==> config.mk <==
export PLATFORM = sky130hd
export DESIGN_NAME = multicycle_control32
export DESIGN_NICKNAME = d
export VERILOG_FILES = /design/src/rtl/multicycle_control32.sv
export SDC_FILE = /design/constraint.sdc
export NUM_CORES = 1
export LEC_CHECK = 0
export ABC_AREA = 1
export BUFFER_PORTS_ARGS = -buffer_cell sky130_fd_sc_hd__buf_4
export CORE_MARGIN = 8
export CORE_UTILIZATION = 49
export DETAILED_ROUTE_END_ITERATION = 8
export GPL_ROUTABILITY_DRIVEN = 1
export PLACE_DENSITY = 0.75
export SLEW_MARGIN = 20
export SYNTH_ARGS = -nofsm -noshare
export SYNTH_HDL_FRONTEND = slang
export SYNTH_SLANG_ARGS = --single-unit
==> constraint.sdc <==
create_clock -name clock -period 1.4 [get_ports clock]
set_input_delay 0.14 -clock clock [delete_from_list [all_inputs] [get_ports clock]]
set_output_delay 0.14 -clock clock [all_outputs]
set_load 0.1 [all_outputs]
==> src/rtl/multicycle_control32.sv <==
// Multi-cycle Minisys main controller: sequences IF/ID/EX/MEM/WB/IOW and drives per-cycle
// datapath strobes, with memory wait states and an I/O ready handshake bounded by a timeout.
module multicycle_control32 #(
  parameter int unsigned             ADDR_HIGH_W = 22,
  parameter logic [ADDR_HIGH_W-1:0]  IO_MATCH    = '1,
  parameter int unsigned             MEM_WAIT    = 1,
  parameter int unsigned             IO_TIMEOUT  = 255
) (
  input  logic                   clock,
  input  logic                   reset,
  input  logic [5:0]             Opcode,
  input  logic [5:0]             Function_opcode,
  input  logic [ADDR_HIGH_W-1:0] Alu_resultHigh,
  input  logic                   Zero,
  input  logic                   io_ready,
  output logic                   PCWrite,
  output logic [1:0]             PCSrc,
  output logic                   IRWrite,
  output logic                   RegWrite,
  output logic                   RegDST,
  output logic                   ALUSrc,
  output logic                   Sftmd,
  output logic                   Jal,
  output logic                   Jr,
  output logic                   Jmp,
  output logic [1:0]             ALUOp,
  output logic                   MemRead,
  output logic                   MemWrite,
  output logic                   IORead,
  output logic                   IOWrite,
  output logic                   MemorIOtoReg,
  output logic                   illegal,
  output logic [2:0]             state
);

  typedef enum logic [2:0] {
    StIf  = 3'd0,
    StId  = 3'd1,
    StEx  = 3'd2,
    StMem = 3'd3,
    StWb  = 3'd4,
    StIow = 3'd5
  } state_e;

  typedef enum logic [3:0] {
    ClsNone, ClsR, ClsI, ClsLw, ClsSw, ClsBeq, ClsBne, ClsJ, ClsJal, ClsJr, ClsBad
  } cls_e;

  localparam logic [2:0]  MemWaitLast = 3'(MEM_WAIT);
  localparam logic [15:0] ToLast      = 16'(IO_TIMEOUT - 1);

  state_e      state_q;
  cls_e        cls_q;
  logic        sftmd_q;
  logic        io_sel_q;
  logic [2:0]  wait_cnt_q;
  logic [15:0] to_cnt_q;

  cls_e dec_cls;
  logic dec_sftmd;
  logic io_match;
  logic io_now;
  logic timeout;

  always_comb begin
    dec_cls = ClsBad;
    if (Opcode == 6'b000000) begin
      dec_cls = (Function_opcode == 6'b001000) ? ClsJr : ClsR;
    end else if (Opcode[5:3] == 3'b001) begin
      dec_cls = ClsI;
    end else begin
      case (Opcode)
        6'b100011: dec_cls = ClsLw;
        6'b101011: dec_cls = ClsSw;
        6'b000100: dec_cls = ClsBeq;
        6'b000101: dec_cls = ClsBne;
        6'b000010: dec_cls = ClsJ;
        6'b000011: dec_cls = ClsJal;
        default:   dec_cls = ClsBad;
      endcase
    end
  end

  assign dec_sftmd = (Opcode == 6'b000000) && (Function_opcode[5:3] == 3'b000);
  assign io_match  = (Alu_resultHigh == IO_MATCH);
  // Only the first MEM cycle sees the live address; later cycles use the latched select.
  assign io_now    = (wait_cnt_q == 3'd0) ? io_match : io_sel_q;
  assign timeout   = (to_cnt_q == ToLast);

  always_ff @(posedge clock or posedge reset) begin
    if (reset) begin
      state_q    <= StIf;
      cls_q      <= ClsNone;
      sftmd_q    <= 1'b0;
      io_sel_q   <= 1'b0;
      wait_cnt_q <= 3'd0;
      to_cnt_q   <= 16'd0;
    end else begin
      case (state_q)
        StIf: state_q <= StId;
        StId: begin
          cls_q   <= dec_cls;
          sftmd_q <= dec_sftmd;
          case (dec_cls)
            ClsJ, ClsJal, ClsJr, ClsBad: state_q <= StIf;
            default:                     state_q <= StEx;
          endcase
        end
        StEx: begin
          case (cls_q)
            ClsBeq, ClsBne: state_q <= StIf;
            ClsLw, ClsSw: begin
              state_q    <= StMem;
              wait_cnt_q <= 3'd0;
            end
            default: state_q <= StWb;
          endcase
        end
        StMem: begin
          if (wait_cnt_q == 3'd0) io_sel_q <= io_match;
          if (io_now) begin
            state_q  <= StIow;
            to_cnt_q <= 16'd0;
          end else if (cls_q == ClsLw) begin
            if (wait_cnt_q == MemWaitLast) state_q <= StWb;
            else wait_cnt_q <= wait_cnt_q + 3'd1;
          end else begin
            state_q <= StIf;
          end
        end
        StIow: begin
          if (io_ready) state_q <= (cls_q == ClsLw) ? StWb : StIf;
          else if (timeout) state_q <= StIf;
          else to_cnt_q <= to_cnt_q + 16'd1;
        end
        StWb:    state_q <= StIf;
        default: state_q <= StIf;
      endcase
    end
  end

  always_comb begin
    PCWrite      = 1'b0;
    PCSrc        = 2'b00;
    IRWrite      = 1'b0;
    RegWrite     = 1'b0;
    RegDST       = 1'b0;
    ALUSrc       = 1'b0;
    Sftmd        = 1'b0;
    Jal          = 1'b0;
    Jr           = 1'b0;
    Jmp          = 1'b0;
    ALUOp        = 2'b00;
    MemRead      = 1'b0;
    MemWrite     = 1'b0;
    IORead       = 1'b0;
    IOWrite      = 1'b0;
    MemorIOtoReg = 1'b0;
    illegal      = 1'b0;
    if (!reset) begin
      case (state_q)
        StIf: begin
          IRWrite = 1'b1;
          PCWrite = 1'b1;
        end
        StId: begin
          case (dec_cls)
            ClsJ: begin
              PCWrite = 1'b1;
              PCSrc   = 2'b10;
              Jmp     = 1'b1;
            end
            ClsJal: begin
              PCWrite  = 1'b1;
              PCSrc    = 2'b10;
              RegWrite = 1'b1;
              Jal      = 1'b1;
            end
            ClsJr: begin
              PCWrite = 1'b1;
              PCSrc   = 2'b11;
              Jr      = 1'b1;
            end
            ClsBad:  illegal = 1'b1;
            default: ;
          endcase
        end
        StEx: begin
          ALUSrc = (cls_q == ClsI) || (cls_q == ClsLw) || (cls_q == ClsSw);
          ALUOp  = {(cls_q == ClsR) || (cls_q == ClsI), (cls_q == ClsBeq) || (cls_q == ClsBne)};
          Sftmd  = sftmd_q && (cls_q == ClsR);
          if ((cls_q == ClsBeq) || (cls_q == ClsBne)) begin
            PCSrc   = 2'b01;
            PCWrite = ((cls_q == ClsBeq) && Zero) || ((cls_q == ClsBne) && !Zero);
          end
        end
        StMem: begin
          MemRead  = !io_now && (cls_q == ClsLw);
          MemWrite = !io_now && (cls_q == ClsSw);
        end
        StIow: begin
          IORead  = (cls_q == ClsLw);
          IOWrite = (cls_q == ClsSw);
          illegal = timeout && !io_ready;
        end
        StWb: begin
          RegWrite     = 1'b1;
          RegDST       = (cls_q == ClsR);
          MemorIOtoReg = (cls_q == ClsLw);
        end
        default: ;
      endcase
    end
  end

  assign state = state_q;

endmodule

==> implementation parameters, run 1 <==
Parameter                              Value

Status
  Result of the run ... aborted with a tool error
  Stage at which the run stopped ... global routing
  Error msg ... [ERROR DPL-0033] detailed placement checks failed during check placement.

Synthesis
  Mapped Nets ... 401
  Post-synth top area cell ... sky130_fd_sc_hd__dfrtp_1
  Post-synthesis cell count ... 358
  Sequential element share of the synthesized area ... 29.6%
  Ranking of synthesized cells by area ... sky130_fd_sc_hd__dfrtp_1 30%, sky130_fd_sc_hd__nand2_1 15%, sky130_fd_sc_hd__nor2_1 8.1%
  Post-synth design cell area ... 0.00236 mm2
  Yosys synthesis warning count ... 0
  Portion of synthesized cell area occupied by the leading cell type ... 29.6%
  Average footprint of a synthesized cell ... 6.60 um2
  Yosys reg bits ... 28
  Synth unique cells ... 34

Placement
  Worst slack, placed ... -0.337 ns
  Count of input and output buffers ... 59
  Final estimated routing congestion in global placement ... 0.865
  Total half-perimeter wirelength after legalization and detailed placement ... 5740 um

STA
  Worst endpoint type ... output port
  Grt repair worst endpoint ... PCSrc[0]

CTS
  Clk Tree Root Cell ... sky130_fd_sc_hd__clkbuf_8
  Depth of the CTS H-tree ... 1
  Clock sink count ... 28
  Number of buffers created by CTS ... 3
  Number of buffers on the longest clock path ... 2

GRT
  Antenna violations before repair ... 0
  Maximum number of pins on one net before global-route repair ... 17

Floorplanning
  Overall die height ... 85.5 um
  I/O pin total ... 60
  Die Width ... 85.5 um
  Number of core rows ... 25
  Starting utilization of the core area ... 50.4%
logic make-up after synthesis:
family,after synthesis,synth area share [%]
fa+ha+maj,5,2.65
flops,28,29.6
compound gates,38,11.3
xor+xnor,3,1.11
buf+inv,52,9.63
simple gates,232,45.6
stage by stage:
step | setup TNS [ns] | area (um2) | utilization [%] | std cells
2_1_floorplan | -14.28 | 2590 | - | 358
3_5_place_dp | -8.44 | 3620 | 77.3 | 544
3_3_place_gp | -7.38 | 3620 | 77.3 | 544
4_1_cts | -10.37 | 4250 | 90.6 | 560
synth_stat cells, drive strengths merged:
| library cell | n |
|---|---|
| a31o | 1 |
| and3 | 1 |
| o211ai | 1 |
| buf | 4 |
| xnor2 | 1 |
| o21bai | 1 |
| nor3 | 11 |
| nand4 | 10 |
| xor2 | 2 |
| ha | 5 |
| o22ai | 1 |
| nand3 | 37 |
| o221ai | 1 |
| nand2 | 107 |
| inv | 48 |
| or2 | 7 |
| o21ai | 30 |
| nor2 | 59 |
| dfrtp | 28 |
| a21oi | 3 |
what timing repair did:
item,in CTS
endpoints found under the setup margin,43
gates resized for setup,103
cloned,3
setup buffers,9
hold buffers,0
pin swaps,24
==> inputs of run 2 (changes only) <==
Settings changed: CORE_UTILIZATION 49 to 40, PLACE_DENSITY 0.75 to unset, PLACE_DENSITY_LB_ADDON set to 0.15.
Clock period 1.4 ns to 1.82 ns, I/O delays scaled along.
==> run 2 against run 1 <==
Against the previous run: the flow now finishes, with violations (negative setup slack); synthesized cell count unchanged; area after synthesis unchanged.
==> implementation parameters, run 2 <==
Parameter                              Value

Floorplanning
  Die Width ... 92.9 um (+8.7%)
  I/O pin total ... 60 (unchanged)
  Starting utilization of the core area ... 40.6% (-9.7 points)
  Core Area ... 0.00582 mm2
  Die area ... 0.00862 mm2
  Overall die height ... 92.9 um (+8.7%)
  Number of core rows ... 28 (+12%)

Routing
  Average wire length per cell after detail routing ... 12.4 um
  ANT nets after route ... 0
  Routed via count divided by cell count ... 4.87
  Total wire length ... 6460 um
  Initial detailed-routing violation count ... 107
  Initial DRT Pass Iterations ... 4
  Via count ... 2533
  Final routed DRC violation total ... 0

Final layout
  Non-filler cells in the finished layout ... 520
  Biggest registers after layout ... to_cnt_q x16, cls_q x4
  Count of filler cells inserted in the layout ... 540
  Share of the core filled with cells ... 63.0%
  Reg area ... 716 um2
  Most flops, register ... to_cnt_q
  # nets final ... 489
  Post-synthesis to final-layout area growth ... 54.9%
  Antenna cell count ... 0
  Combined area of the multi-input logic cells ... 0.00177 mm2
  Fraction of final layout cells with drive strength greater than 1 ... 45.4%
  Most frequent cells in the layout ... 87 x sky130_fd_sc_hd__nand2_1, 69 x sky130_fd_sc_hd__buf_4, 34 x sky130_fd_sc_hd__nor2_1, 33 x sky130_fd_sc_hd__nand3_1, 31 x sky130_fd_sc_hd__inv_1
  Most frequent standard cell in the layout excluding fill and tap cells ... sky130_fd_sc_hd__nand2_1
  Max reg flops ... 16
  Cell area after layout ... 0.00366 mm2

Placement
  Total half-perimeter wirelength after legalization and detailed placement ... 5150 um (-10%)
  Number of instances in the placed design ... 508 (-6.6%)
  Count of input and output buffers ... 59 (unchanged)
  Final estimated routing congestion in global placement ... 0.867 (+0.28%)
  Dpl cell area ... 0.00322 mm2 (-11%)

Worst setup path
  WP data required ... 1.64 ns
  Crit path kind ... reg -> out
  CP Data Arrival Time ... 1.66 ns
  Critical path endpoint category ... primary output
  Nature of the critical path startpoint ... register
  Maximum fanout along the worst path ... 2

GRT
  Global-route wire length before repair ... 11000 um
  Grt ovf ... 0
  Number of global-route vias before repair ... 2557
  Maximum number of pins on one net before global-route repair ... 33
  Antenna violations before repair ... 0
  GRT Util Overall ... 15.1%

Pwr
  Maximum resistive drop on vdd ... 0.620 mV
  Leakage power figure ... 0.00165 uW
  Power per standard cell area ... 1040 mW/mm2

Synthesis
  Ranking of synthesized cells by area ... sky130_fd_sc_hd__dfrtp_1 30%, sky130_fd_sc_hd__nand2_1 15%, sky130_fd_sc_hd__nor2_1 8.1%
  Synth unique cells ... 34 (unchanged)
  Most frequently used cell type in the post-synthesis netlist ... sky130_fd_sc_hd__nand2_1
  Yosys reg bits ... 28 (unchanged)
  Sequential element share of the synthesized area ... 29.6% (unchanged)
  Synth async-reset ratio ... 100% (unchanged)
  Portion of synthesized cell area occupied by the leading cell type ... 29.6% (unchanged)
  Post-synthesis cell count ... 358 (unchanged)
  Average footprint of a synthesized cell ... 6.60 um2 (unchanged)
  Yosys synthesis warning count ... 0 (unchanged)
  Most used flip-flop cell after synthesis ... sky130_fd_sc_hd__dfrtp_1
  Top cells by instance count after synthesis ... 96 x sky130_fd_sc_hd__nand2_1, 51 x sky130_fd_sc_hd__nor2_1, 42 x sky130_fd_sc_hd__inv_1, 37 x sky130_fd_sc_hd__nand3_1, 28 x sky130_fd_sc_hd__dfrtp_1
  Post-synth design cell area ... 0.00236 mm2 (unchanged)
  Mapped Nets ... 401 (unchanged)
  Number of flops mapped to enable cells by yosys ... 0 (unchanged)
  Post-synth top area cell ... sky130_fd_sc_hd__dfrtp_1

STA
  Fmax achieved ... 0.542 GHz
  Post-route clock skew ... 0.00489 ns
  Fraction of the cycle the final worst path needs ... 101%
  Hold violation count in the final report ... 0
  Transition time at the pin with the least slew margin ... 0.338 ns
  Unrepaired setup endpoints after global routing ... true
  Worst hold margin ... 0.132 ns
  Clock period minus final worst setup slack ... 1.85 ns
  Setup slack after layout ... -0.0252 ns
  Relative slew slack ... 77.4%
  Final Max Slew Viols ... 0
  Setup violation total in the final timing report ... 2

CTS
  Depth of the CTS H-tree ... 1 (unchanged)
  Hold-fix buffer count after cts ... 0 (unchanged)
  Later-pin clock latency in the skew report ... 0.28 ns
  Clock transition at the register clock pins on the worst setup and hold paths after CTS ... 0.10 ns
  Number of buffers on the longest clock path ... 2 (unchanged)
  TritonCTS clock tree ... built
  Clock sink count ... 28 (unchanged)
  Clk Tree Root Cell ... sky130_fd_sc_hd__clkbuf_8
  Number of buffers created by CTS ... 3 (unchanged)

Job
  Maximum capacitance violations ... 0

Status
  Violations in the final reports ... negative setup slack
  Result of the run ... complete, but fails checks

Min path
  HP Class ... in -> async
-- run 2: cell counts after synthesis --
No cell type changed its count.
-- run 2: layout make-up --
cell class	instances	share of cell area, %
clock inverters	1	0.820
flip-flops and latches	28	19.5
repair buffers	87	22.2
inverters	48	5.50
clock buffers	3	1.13
multi-input cells	278	48.2
well taps	75	2.56
-- run 2: critical path, stage by stage, from the launching register on --
cell and delay, ns:
sky130_fd_sc_hd__dfrtp_1 0.40, sky130_fd_sc_hd__inv_2 0.08, sky130_fd_sc_hd__ha_4 0.14, sky130_fd_sc_hd__nand3_2 0.06
sky130_fd_sc_hd__nor2_2 0.09, sky130_fd_sc_hd__nand4_2 0.12, sky130_fd_sc_hd__nor2_2 0.12, sky130_fd_sc_hd__nand3_2 0.10
sky130_fd_sc_hd__o21ai_4 0.09, sky130_fd_sc_hd__buf_12 0.19
-- run 2: cells by family (layout without fill, tap and decap cells) --
family | count (synthesis) | count (layout) | synth area share, %
AOI/OAI and AO/OA | 38 | 38 | 11.3
xor gates and xnor gates | 3 | 3 | 1.11
adders and majority gates | 5 | 5 | 2.65
buffers and inverters | 52 | 139 | 9.63
DFF | 28 | 28 | 29.6
and+or+nand+nor | 232 | 232 | 45.6
-- run 2: repair_timing --
item | 4_1_cts | 5_1_grt
setup endpoints to repair | 19 | 35
gates resized for setup | 44 | 41
pin swaps | 9 | 13
setup buffers | 5 | 3
-- run 2: through the flow --
stage | setup WS (ns) | setup TNS [ns] | total power [uW]
4_1_cts | -0.0589 | -0.258 | 3660
3_3_place_gp | 0.0779 | 0 | 2920
3_5_place_dp | 0.0266 | 0 | 2960
5_1_grt | -0.114 | -0.371 | 4060
6_report | -0.0252 | -0.0470 | 3820
2_1_floorplan | -0.316 | -2.71 | 2470
-- run 2: metal layers --
metal | track usage [%] | up-vias | share of wire, %
li1 | - | 1329 | -
met1 | 18.4 | 1164 | 45
met2 | 27.0 | 34 | 50
met3 | 2.02 | 6 | 3.1
met4 | 3.62 | 0 | 1.1
met5 | 0 | - | 0
-- run 2: path summary, 6_finish.rpt --
check,from,endpoint,slack (ns),cells past startpoint
hold / removal,reset,sftmd_q,0.13,3
setup reg to reg,to_cnt_q[0],to_cnt_q[12],0.17,8
hold reg to reg,io_sel_q,io_sel_q,0.52,2
max in group asynchronous,reset,to_cnt_q[6],1.47,3
min in group clock,Function_opcode[3],sftmd_q,0.19,4
setup / recovery,to_cnt_q[0],illegal,-0.03,9
-- run 2: power by group --
part           leakage, uW  internal [uW]  switching, uW
Combinational      0.00126            812           1390
Sequential        0.000358            859            252
Clock            0.0000357            295            210
Note: power is estimated with default switching activity, not from simulation.
